## config.mk

```make
export PLATFORM = sky130hd
export DESIGN_NAME = mpu_exec_seq
export DESIGN_NICKNAME = d
export VERILOG_FILES = /design/src/rtl/mpu_exec_seq.sv
export SDC_FILE = /design/constraint.sdc
export NUM_CORES = 1
export LEC_CHECK = 0
export BUFFER_PORTS_ARGS = -buffer_cell sky130_fd_sc_hd__buf_4
export CORE_MARGIN = 1.5
export CORE_UTILIZATION = 25
export CTS_CLUSTER_DIAMETER = 50
export DETAILED_ROUTE_END_ITERATION = 7
export GPL_TIMING_DRIVEN = 0
export MAX_ROUTING_LAYER = met4
export SLEW_MARGIN = 40
export SYNTH_ARGS = -nofsm -noshare
export SYNTH_HDL_FRONTEND = slang
export SYNTH_SLANG_ARGS = --single-unit
```

## constraint.sdc

```tcl
create_clock -name sys_clk -period 3.2 [get_ports sys_clk]
set_input_delay 0.48 -clock sys_clk [delete_from_list [all_inputs] [get_ports sys_clk]]
set_output_delay 0.48 -clock sys_clk [all_outputs]
set_load 0.02 [all_outputs]
```

## src/rtl/mpu_exec_seq.sv

```systemverilog
`default_nettype none
// ============================================================================
// Module      : mpu_exec_seq
// Description : Sequential MPU execution stage; one op per handshake, with
//               host-memory loads and user interrupts as explicit wait states.
// Revision    : 1.0
// ============================================================================
module mpu_exec_seq #(
  parameter int DW         = 64,
  parameter int IPW        = 16,
  parameter int HM_TIMEOUT = 255
) (
  input  logic           sys_clk,
  input  logic           sys_rst,
  input  logic           op_valid,
  output logic           op_ready,
  input  logic [3:0]     op_op,
  input  logic [1:0]     op_size,
  input  logic [IPW-1:0] op_isize,
  input  logic [DW-1:0]  op_o0,
  input  logic [DW-1:0]  op_o1,
  input  logic [DW-1:0]  op_o2,
  input  logic [DW-1:0]  op_o3,
  input  logic [2:0]     op_s0,
  input  logic [4:0]     op_idx0,
  input  logic [DW-1:0]  alu_res,
  output logic           ip_valid,
  output logic [IPW-1:0] ip_incr,
  output logic           ip_load,
  output logic [IPW-1:0] ip_data,
  output logic           user_irq,
  output logic [DW-1:0]  user_data,
  input  logic           irq_ack,
  output logic           we,
  output logic [4:0]     w_idx,
  output logic [DW-1:0]  w_data,
  output logic [2:0]     w_r_sel,
  output logic [2:0]     w_sel,
  output logic [1:0]     w_size,
  output logic [DW-1:0]  hm_addr,
  output logic           hm_start,
  input  logic           hm_ack,
  input  logic [DW-1:0]  hm_data,
  output logic           hm_err,
  output logic           busy
);

  localparam logic [3:0] c_OP_ADD   = 4'd1;
  localparam logic [3:0] c_OP_HAMM  = 4'd2;
  localparam logic [3:0] c_OP_LOAD  = 4'd3;
  localparam logic [3:0] c_OP_MLOAD = 4'd4;
  localparam logic [3:0] c_OP_JMP   = 4'd5;
  localparam logic [3:0] c_OP_MASK  = 4'd6;
  localparam logic [3:0] c_OP_CMP   = 4'd7;
  localparam logic [3:0] c_OP_LT    = 4'd8;
  localparam logic [3:0] c_OP_INT   = 4'd9;

  localparam logic [2:0] c_ST_IDLE    = 3'd0;
  localparam logic [2:0] c_ST_HM_REQ  = 3'd1;
  localparam logic [2:0] c_ST_HM_WAIT = 3'd2;
  localparam logic [2:0] c_ST_IRQ     = 3'd3;
  localparam logic [2:0] c_ST_RETIRE  = 3'd4;

  localparam int              c_CW   = (HM_TIMEOUT > 0) ? $clog2(HM_TIMEOUT + 1) : 1;
  localparam logic [c_CW-1:0] c_TMAX = c_CW'(HM_TIMEOUT);

  logic [2:0]     r_state, w_next, w_acc_state;
  logic           w_accept, w_timeout, w_hm_ok, w_retire;
  logic [3:0]     r_op;
  logic [1:0]     r_size;
  logic [IPW-1:0] r_isize, r_o0, r_o2, r_o3;
  logic [DW-1:0]  r_o1, r_alu;
  logic [2:0]     r_s0;
  logic [4:0]     r_idx0;
  logic [c_CW-1:0] r_cnt;

  // Retire fields come straight from the inputs when an op retires on the
  // edge that accepts it, otherwise from the latched copy.
  logic [3:0]     w_s_op;
  logic [1:0]     w_s_size;
  logic [IPW-1:0] w_s_isize, w_s_o0, w_s_o2, w_s_o3;
  logic [DW-1:0]  w_s_o1, w_s_alu;
  logic [2:0]     w_s_s0;
  logic [4:0]     w_s_idx0;

  logic           r_ip_valid, r_ip_load, r_user_irq, r_we, r_hm_start, r_hm_err, r_busy;
  logic [IPW-1:0] r_ip_incr, r_ip_data;
  logic [DW-1:0]  r_user_data, r_w_data, r_hm_addr;
  logic [4:0]     r_w_idx;
  logic [2:0]     r_w_r_sel;
  logic [1:0]     r_w_size;

  logic           w_ip_load_d, w_we_d;
  logic [IPW-1:0] w_ip_data_d;
  logic [DW-1:0]  w_w_data_d;

  logic w_unused;
  assign w_unused = ^{op_o2[DW-1:IPW], op_o3[DW-1:IPW]};

  assign op_ready  = (r_state == c_ST_IDLE) || (r_state == c_ST_RETIRE);
  assign w_accept  = op_valid && op_ready;
  assign w_timeout = (HM_TIMEOUT != 0) && (r_cnt == c_TMAX);
  assign w_hm_ok   = (r_state == c_ST_HM_WAIT) && hm_ack;

  assign w_s_op    = w_accept ? op_op             : r_op;
  assign w_s_size  = w_accept ? op_size           : r_size;
  assign w_s_isize = w_accept ? op_isize          : r_isize;
  assign w_s_o0    = w_accept ? op_o0[IPW-1:0]    : r_o0;
  assign w_s_o1    = w_accept ? op_o1             : r_o1;
  assign w_s_o2    = w_accept ? op_o2[IPW-1:0]    : r_o2;
  assign w_s_o3    = w_accept ? op_o3[IPW-1:0]    : r_o3;
  assign w_s_alu   = w_accept ? alu_res           : r_alu;
  assign w_s_s0    = w_accept ? op_s0             : r_s0;
  assign w_s_idx0  = w_accept ? op_idx0           : r_idx0;

  // State register
  always_ff @(posedge sys_clk or negedge sys_rst) begin
    if (!sys_rst) r_state <= c_ST_IDLE;
    else          r_state <= w_next;
  end

  // Next-state logic
  always_comb begin
    w_acc_state = c_ST_RETIRE;
    if (op_op == c_OP_MLOAD)    w_acc_state = c_ST_HM_REQ;
    else if (op_op == c_OP_INT) w_acc_state = c_ST_IRQ;
    w_next = r_state;
    case (r_state)
      c_ST_IDLE, c_ST_RETIRE: w_next = w_accept ? w_acc_state : c_ST_IDLE;
      c_ST_HM_REQ:            w_next = c_ST_HM_WAIT;
      c_ST_HM_WAIT:           if (hm_ack || w_timeout) w_next = c_ST_RETIRE;
      c_ST_IRQ:               if (irq_ack) w_next = c_ST_RETIRE;
      default:                w_next = c_ST_IDLE;
    endcase
  end

  // Output decode: next values for the registered retire outputs
  always_comb begin
    w_retire    = (w_next == c_ST_RETIRE);
    w_ip_load_d = 1'b0;
    w_ip_data_d = '0;
    case (w_s_op)
      c_OP_JMP:            begin w_ip_load_d = 1'b1;        w_ip_data_d = w_s_o0; end
      c_OP_MASK, c_OP_CMP: begin w_ip_load_d = ~w_s_alu[0]; w_ip_data_d = w_s_o3; end
      c_OP_LT:             begin w_ip_load_d = ~w_s_alu[0]; w_ip_data_d = w_s_o2; end
      default:             ;
    endcase
    w_we_d     = 1'b0;
    w_w_data_d = r_w_data;
    case (w_s_op)
      c_OP_ADD, c_OP_HAMM: begin w_we_d = 1'b1; w_w_data_d = w_s_alu; end
      c_OP_LOAD:           begin w_we_d = 1'b1; w_w_data_d = w_s_o1;  end
      c_OP_MLOAD:          if (w_hm_ok) begin w_we_d = 1'b1; w_w_data_d = hm_data; end
      default:             ;
    endcase
  end

  // Operand latch and host-memory timeout counter
  always_ff @(posedge sys_clk or negedge sys_rst) begin
    if (!sys_rst) begin
      r_op <= '0; r_size <= '0; r_isize <= '0; r_o0 <= '0; r_o1 <= '0;
      r_o2 <= '0; r_o3 <= '0; r_alu <= '0; r_s0 <= '0; r_idx0 <= '0;
      r_cnt <= '0;
    end else begin
      if (w_accept) begin
        r_op <= op_op; r_size <= op_size; r_isize <= op_isize;
        r_o0 <= op_o0[IPW-1:0]; r_o1 <= op_o1;
        r_o2 <= op_o2[IPW-1:0]; r_o3 <= op_o3[IPW-1:0];
        r_alu <= alu_res; r_s0 <= op_s0; r_idx0 <= op_idx0;
        r_cnt <= '0;
      end else if (((r_state == c_ST_HM_REQ) || (r_state == c_ST_HM_WAIT)) &&
                   (r_cnt != c_TMAX)) begin
        r_cnt <= r_cnt + c_CW'(1);
      end
    end
  end

  // Output registers
  always_ff @(posedge sys_clk or negedge sys_rst) begin
    if (!sys_rst) begin
      r_ip_valid <= 1'b0; r_ip_load <= 1'b0; r_user_irq <= 1'b0; r_we <= 1'b0;
      r_hm_start <= 1'b0; r_hm_err <= 1'b0; r_busy <= 1'b0;
      r_ip_incr <= '0; r_ip_data <= '0; r_user_data <= '0; r_w_data <= '0;
      r_hm_addr <= '0; r_w_idx <= '0; r_w_r_sel <= '0; r_w_size <= '0;
    end else begin
      r_ip_valid <= w_retire;
      r_ip_load  <= w_retire && w_ip_load_d;
      r_we       <= w_retire && w_we_d;
      r_hm_start <= (w_next == c_ST_HM_REQ);
      r_hm_err   <= (r_state == c_ST_HM_WAIT) && !hm_ack && w_timeout;
      r_user_irq <= (w_next == c_ST_IRQ);
      r_busy     <= (w_next != c_ST_IDLE);
      if (w_retire) begin
        r_ip_incr <= w_s_isize;
        r_ip_data <= w_ip_data_d;
        r_w_data  <= w_w_data_d;
        r_w_idx   <= w_s_idx0;
        r_w_r_sel <= w_s_s0;
        r_w_size  <= w_s_size;
      end
      if (w_accept && (op_op == c_OP_MLOAD)) r_hm_addr   <= op_o1;
      if (w_accept && (op_op == c_OP_INT))   r_user_data <= op_o0;
    end
  end

  assign ip_valid  = r_ip_valid;
  assign ip_incr   = r_ip_incr;
  assign ip_load   = r_ip_load;
  assign ip_data   = r_ip_data;
  assign user_irq  = r_user_irq;
  assign user_data = r_user_data;
  assign we        = r_we;
  assign w_idx     = r_w_idx;
  assign w_data    = r_w_data;
  assign w_r_sel   = r_w_r_sel;
  assign w_sel     = 3'd0;
  assign w_size    = r_w_size;
  assign hm_addr   = r_hm_addr;
  assign hm_start  = r_hm_start;
  assign hm_err    = r_hm_err;
  assign busy      = r_busy;

endmodule
`default_nettype wire

```

==> results.txt <==
Run status: finished clean
Asr flop ratio synth: 100.0%
Core ar.: 74,700 sq um
Area Growth Syn to Fin: 42.77%
Row cnt: 100
Mapped cell area: 18,930 sq um
Peak supply drop: 0.4729 mV
I/O pins: 664
Sequential area share after synthesis: 60.53%
Layout cells sized above 1: 34.68%
Fin nets: 2,916
Vias in the first global route: 16,680
Worst skew pair latency: 0.62 ns
Max clock buf depth: 3
Full die area: 77,390 sq um
Post-CTS setup buffers: 0
Stages on the worst setup path: 8
Crit path arrival time: 3.46 ns
Vias per cell: 4.579
Gpl congestion: 0.8702
Lkg Pwr: 13.51 nW
CTS Buf Count: 68
Switch Pwr: 6.991 mW
Grt total ovfl: 0
Power per cell area: 787.4 nW/um^2
Final-layout fill cell count: 7,643
Worst rel slew slack: 46.17%
Critical path class: flip-flop to flip-flop
Final hold vios: 0
CTS tree: done
Worst setup EP type: flip-flop
Cells on worst reg2reg path: 8
CP cell instances: buf_6 -> nor3b_1 -> buf_4 -> mux2_2 -> clkbuf_2 -> clkbuf_1 -> a221o_1 -> o22a_1
Initial DRC count: 1,069
Fin cells: 3,529
RSZ-0062 raised after global routing: false
Switch share: 32.85%
Syn Area/Cell: 10.21 sq um
P_int: 14.29 mW
Multi-input gate area: 6769 sq um
Critical path's largest stage delay: 0.45 ns
Netlist cell types: 48
Total Routed Length: 72,220 um
Combinational power share: 27.1%
Fin area: 27,030 sq um
Initial Util: 25.35%
Drt wl/cell: 20.46 um
CTS clock-pin slew for the worst setup and hold paths: 0.06 ns
Die height: 278.2 um
Hold Crit Class: primary input to flip-flop
Crit start category: flip-flop
CP top delay family: buffers and inverters
Post-Syn Instances: 1,855
Slew Viols, Final: 0
Pin count of the biggest net entering global routing: 70
CTS H-Tree Depth: 3
PortBufs: 561
Reg power frac: 36.4%
Minimum clock period: 2.971 ns
TritonRoute pass-1 iters: 5
DRC Markers: 0
Tot GR Track Use: 18.83%
Worst Skew: 0.02752 ns
Fin worst setup slack: 0.2291 ns
Die W: 278.2 um
Via count: 16,160
Yosys reg bits: 458
Ys Warns: 0
Dpl ws: -0.08259 ns
Most common cell after layout, fill and taps aside: nand2_1
Tcrit/Tclk final: 92.84%
Hold_ws: 0.06825 ns
ANT nets after route: 0
CTS Root Cell: clkbuf_16
Placed Area: 24,610 sq um
Post-synth EDFFs: 0
Worst-path fanout max: 19
Initial antenna violation count: 12
Max Fclk: 0.3366 GHz
Most frequent cells in the layout: nand2_1 (817), buf_4 (571), dfrtp_1 (458)
First-pass GRT wire length: 106,200 um
CP required: 3.69 ns
Critical path buffers and inverters: 4
# setup viols final: 0
Slowest-stage cell, CP: a221o_1
Setup TNS: 0 ns
Clk network pwr share: 36.5%
Max Cap Viol: 0
Sequential Area: 11,460 sq um
Main synth FF type: dfrtp_1
Worst slew pin tran: 0.8075 ns
Placed Instances: 3,395
Hold path depth: 3
Clock Sinks: 458
HPWL after DPL: 54,060 um
path summary, 6_finish.rpt:
check | from | endpoint | slack [ns]
setup / recovery | r_state[0] | w_data[53] | 0.23
hold / removal | op_o1[8] | hm_addr[8] | 0.07
setup reg to reg | r_state[0] | w_data[53] | 0.23
hold reg to reg | r_isize[6] | r_isize[6] | 0.47
max in group asynchronous | sys_rst | w_idx[4] | 1.44
min in group asynchronous | sys_rst | hm_addr[39] | 0.35
metal layers:
metal / track usage (%) / wire length [um] / up-vias
li1: - / - / 7559
met1: 23.21 / 30640 / 7895
met2: 29.25 / 33690 / 605
met3: 5.415 / 5819 / 102
met4: 7.020 / 2064 / 0
met5: - / 0 / -
layout make-up:
class	instances	share of cell area (%)
clock buffer	87	6.892
sequential	458	42.40
inverter	7	0.09720
clock inverter	36	1.916
timing repair buffer	570	16.41
buffer	133	2.652
antenna	11	0.1018
tap	969	4.485
multi-input combinational	1258	25.04
registers in the layout, summed over array words and instances (netlist names), 2 cells and up:
signal     cells
r_cnt          8
r_size         2
r_alu         64
w_idx          5
r_isize       16
w_size         2
r_o1          64
w_r_sel        3
r_op           4
ip_incr       16
r_o0          16
r_o3          16
r_o2          16
r_s0           3
ip_data       16
hm_addr       64
r_idx0         5
r_state        3
user_data     64
w_data        64
worst register-to-register path, cell delays in order (launching register included):
cell	delay, ns
dfrtp_1	0.37
buf_6	0.13
nor3b_1	0.19
buf_4	0.25
mux2_2	0.35
clkbuf_2	0.44
clkbuf_1	0.44
a221o_1	0.46
o22a_1	0.20
power by group through the flow:
| stage | logic, mW | clock network [mW] | registers [mW] |
|---|---|---|---|
| after global placement | 5.74 | 0 | 7.79 |
| after global routing | 6.17 | 8.19 | 7.89 |
| after detailed placement | 5.81 | 0 | 7.83 |
| after CTS | 5.82 | 7.94 | 7.75 |
| final | 5.76 | 7.77 | 7.75 |
| after floorplan | 1.88 | 0 | 8.82 |
logic make-up (layout without fill, tap and decap cells):
group | count (synthesis) | in the layout | share of synthesized area (%)
buffers and inverters | 141 | 833 | 3.892
other | 1 | 14 | 0.01981
and+or+nand+nor | 886 | 886 | 18.17
DFF | 458 | 458 | 60.53
muxes | 78 | 78 | 4.672
xor gates and xnor gates | 7 | 7 | 0.3238
AOI/OAI and AO/OA | 283 | 283 | 12.32
adders and majority gates | 1 | 1 | 0.06607
timing repair:
| item | in CTS | in global routing |
|---|---|---|
| resized for setup | 1 | 1 |
| hold buffers | 1 | 0 |
| endpoints found under the setup margin | 1 | 51 |
| pin swaps | 0 | 1 |
| hold endpoints to repair | 38 | 0 |
through the flow:
step	total power, mW	utilization, %
2_1_floorplan	10.70	-
3_3_place_gp	13.53	32.62
3_5_place_dp	13.63	32.94
4_1_cts	21.51	36.15
5_1_grt	22.25	36.18
6_report	21.28	36.19
cells in the mapped netlist (all sizes together), types with 20 or more instances:
cell,instances,area share [%]
mux2,70,4.2
nand2,817,16
a31oi,26,0.86
o21ai,21,0.56
dfrtp,458,61
buf,54,2.2
nor2,39,0.79
a21oi,20,0.53
clkbuf,80,1.6
o22a,64,3.0
a31o,63,2.9
a221o,63,3.3
Power figures use the tool's default switching activity.
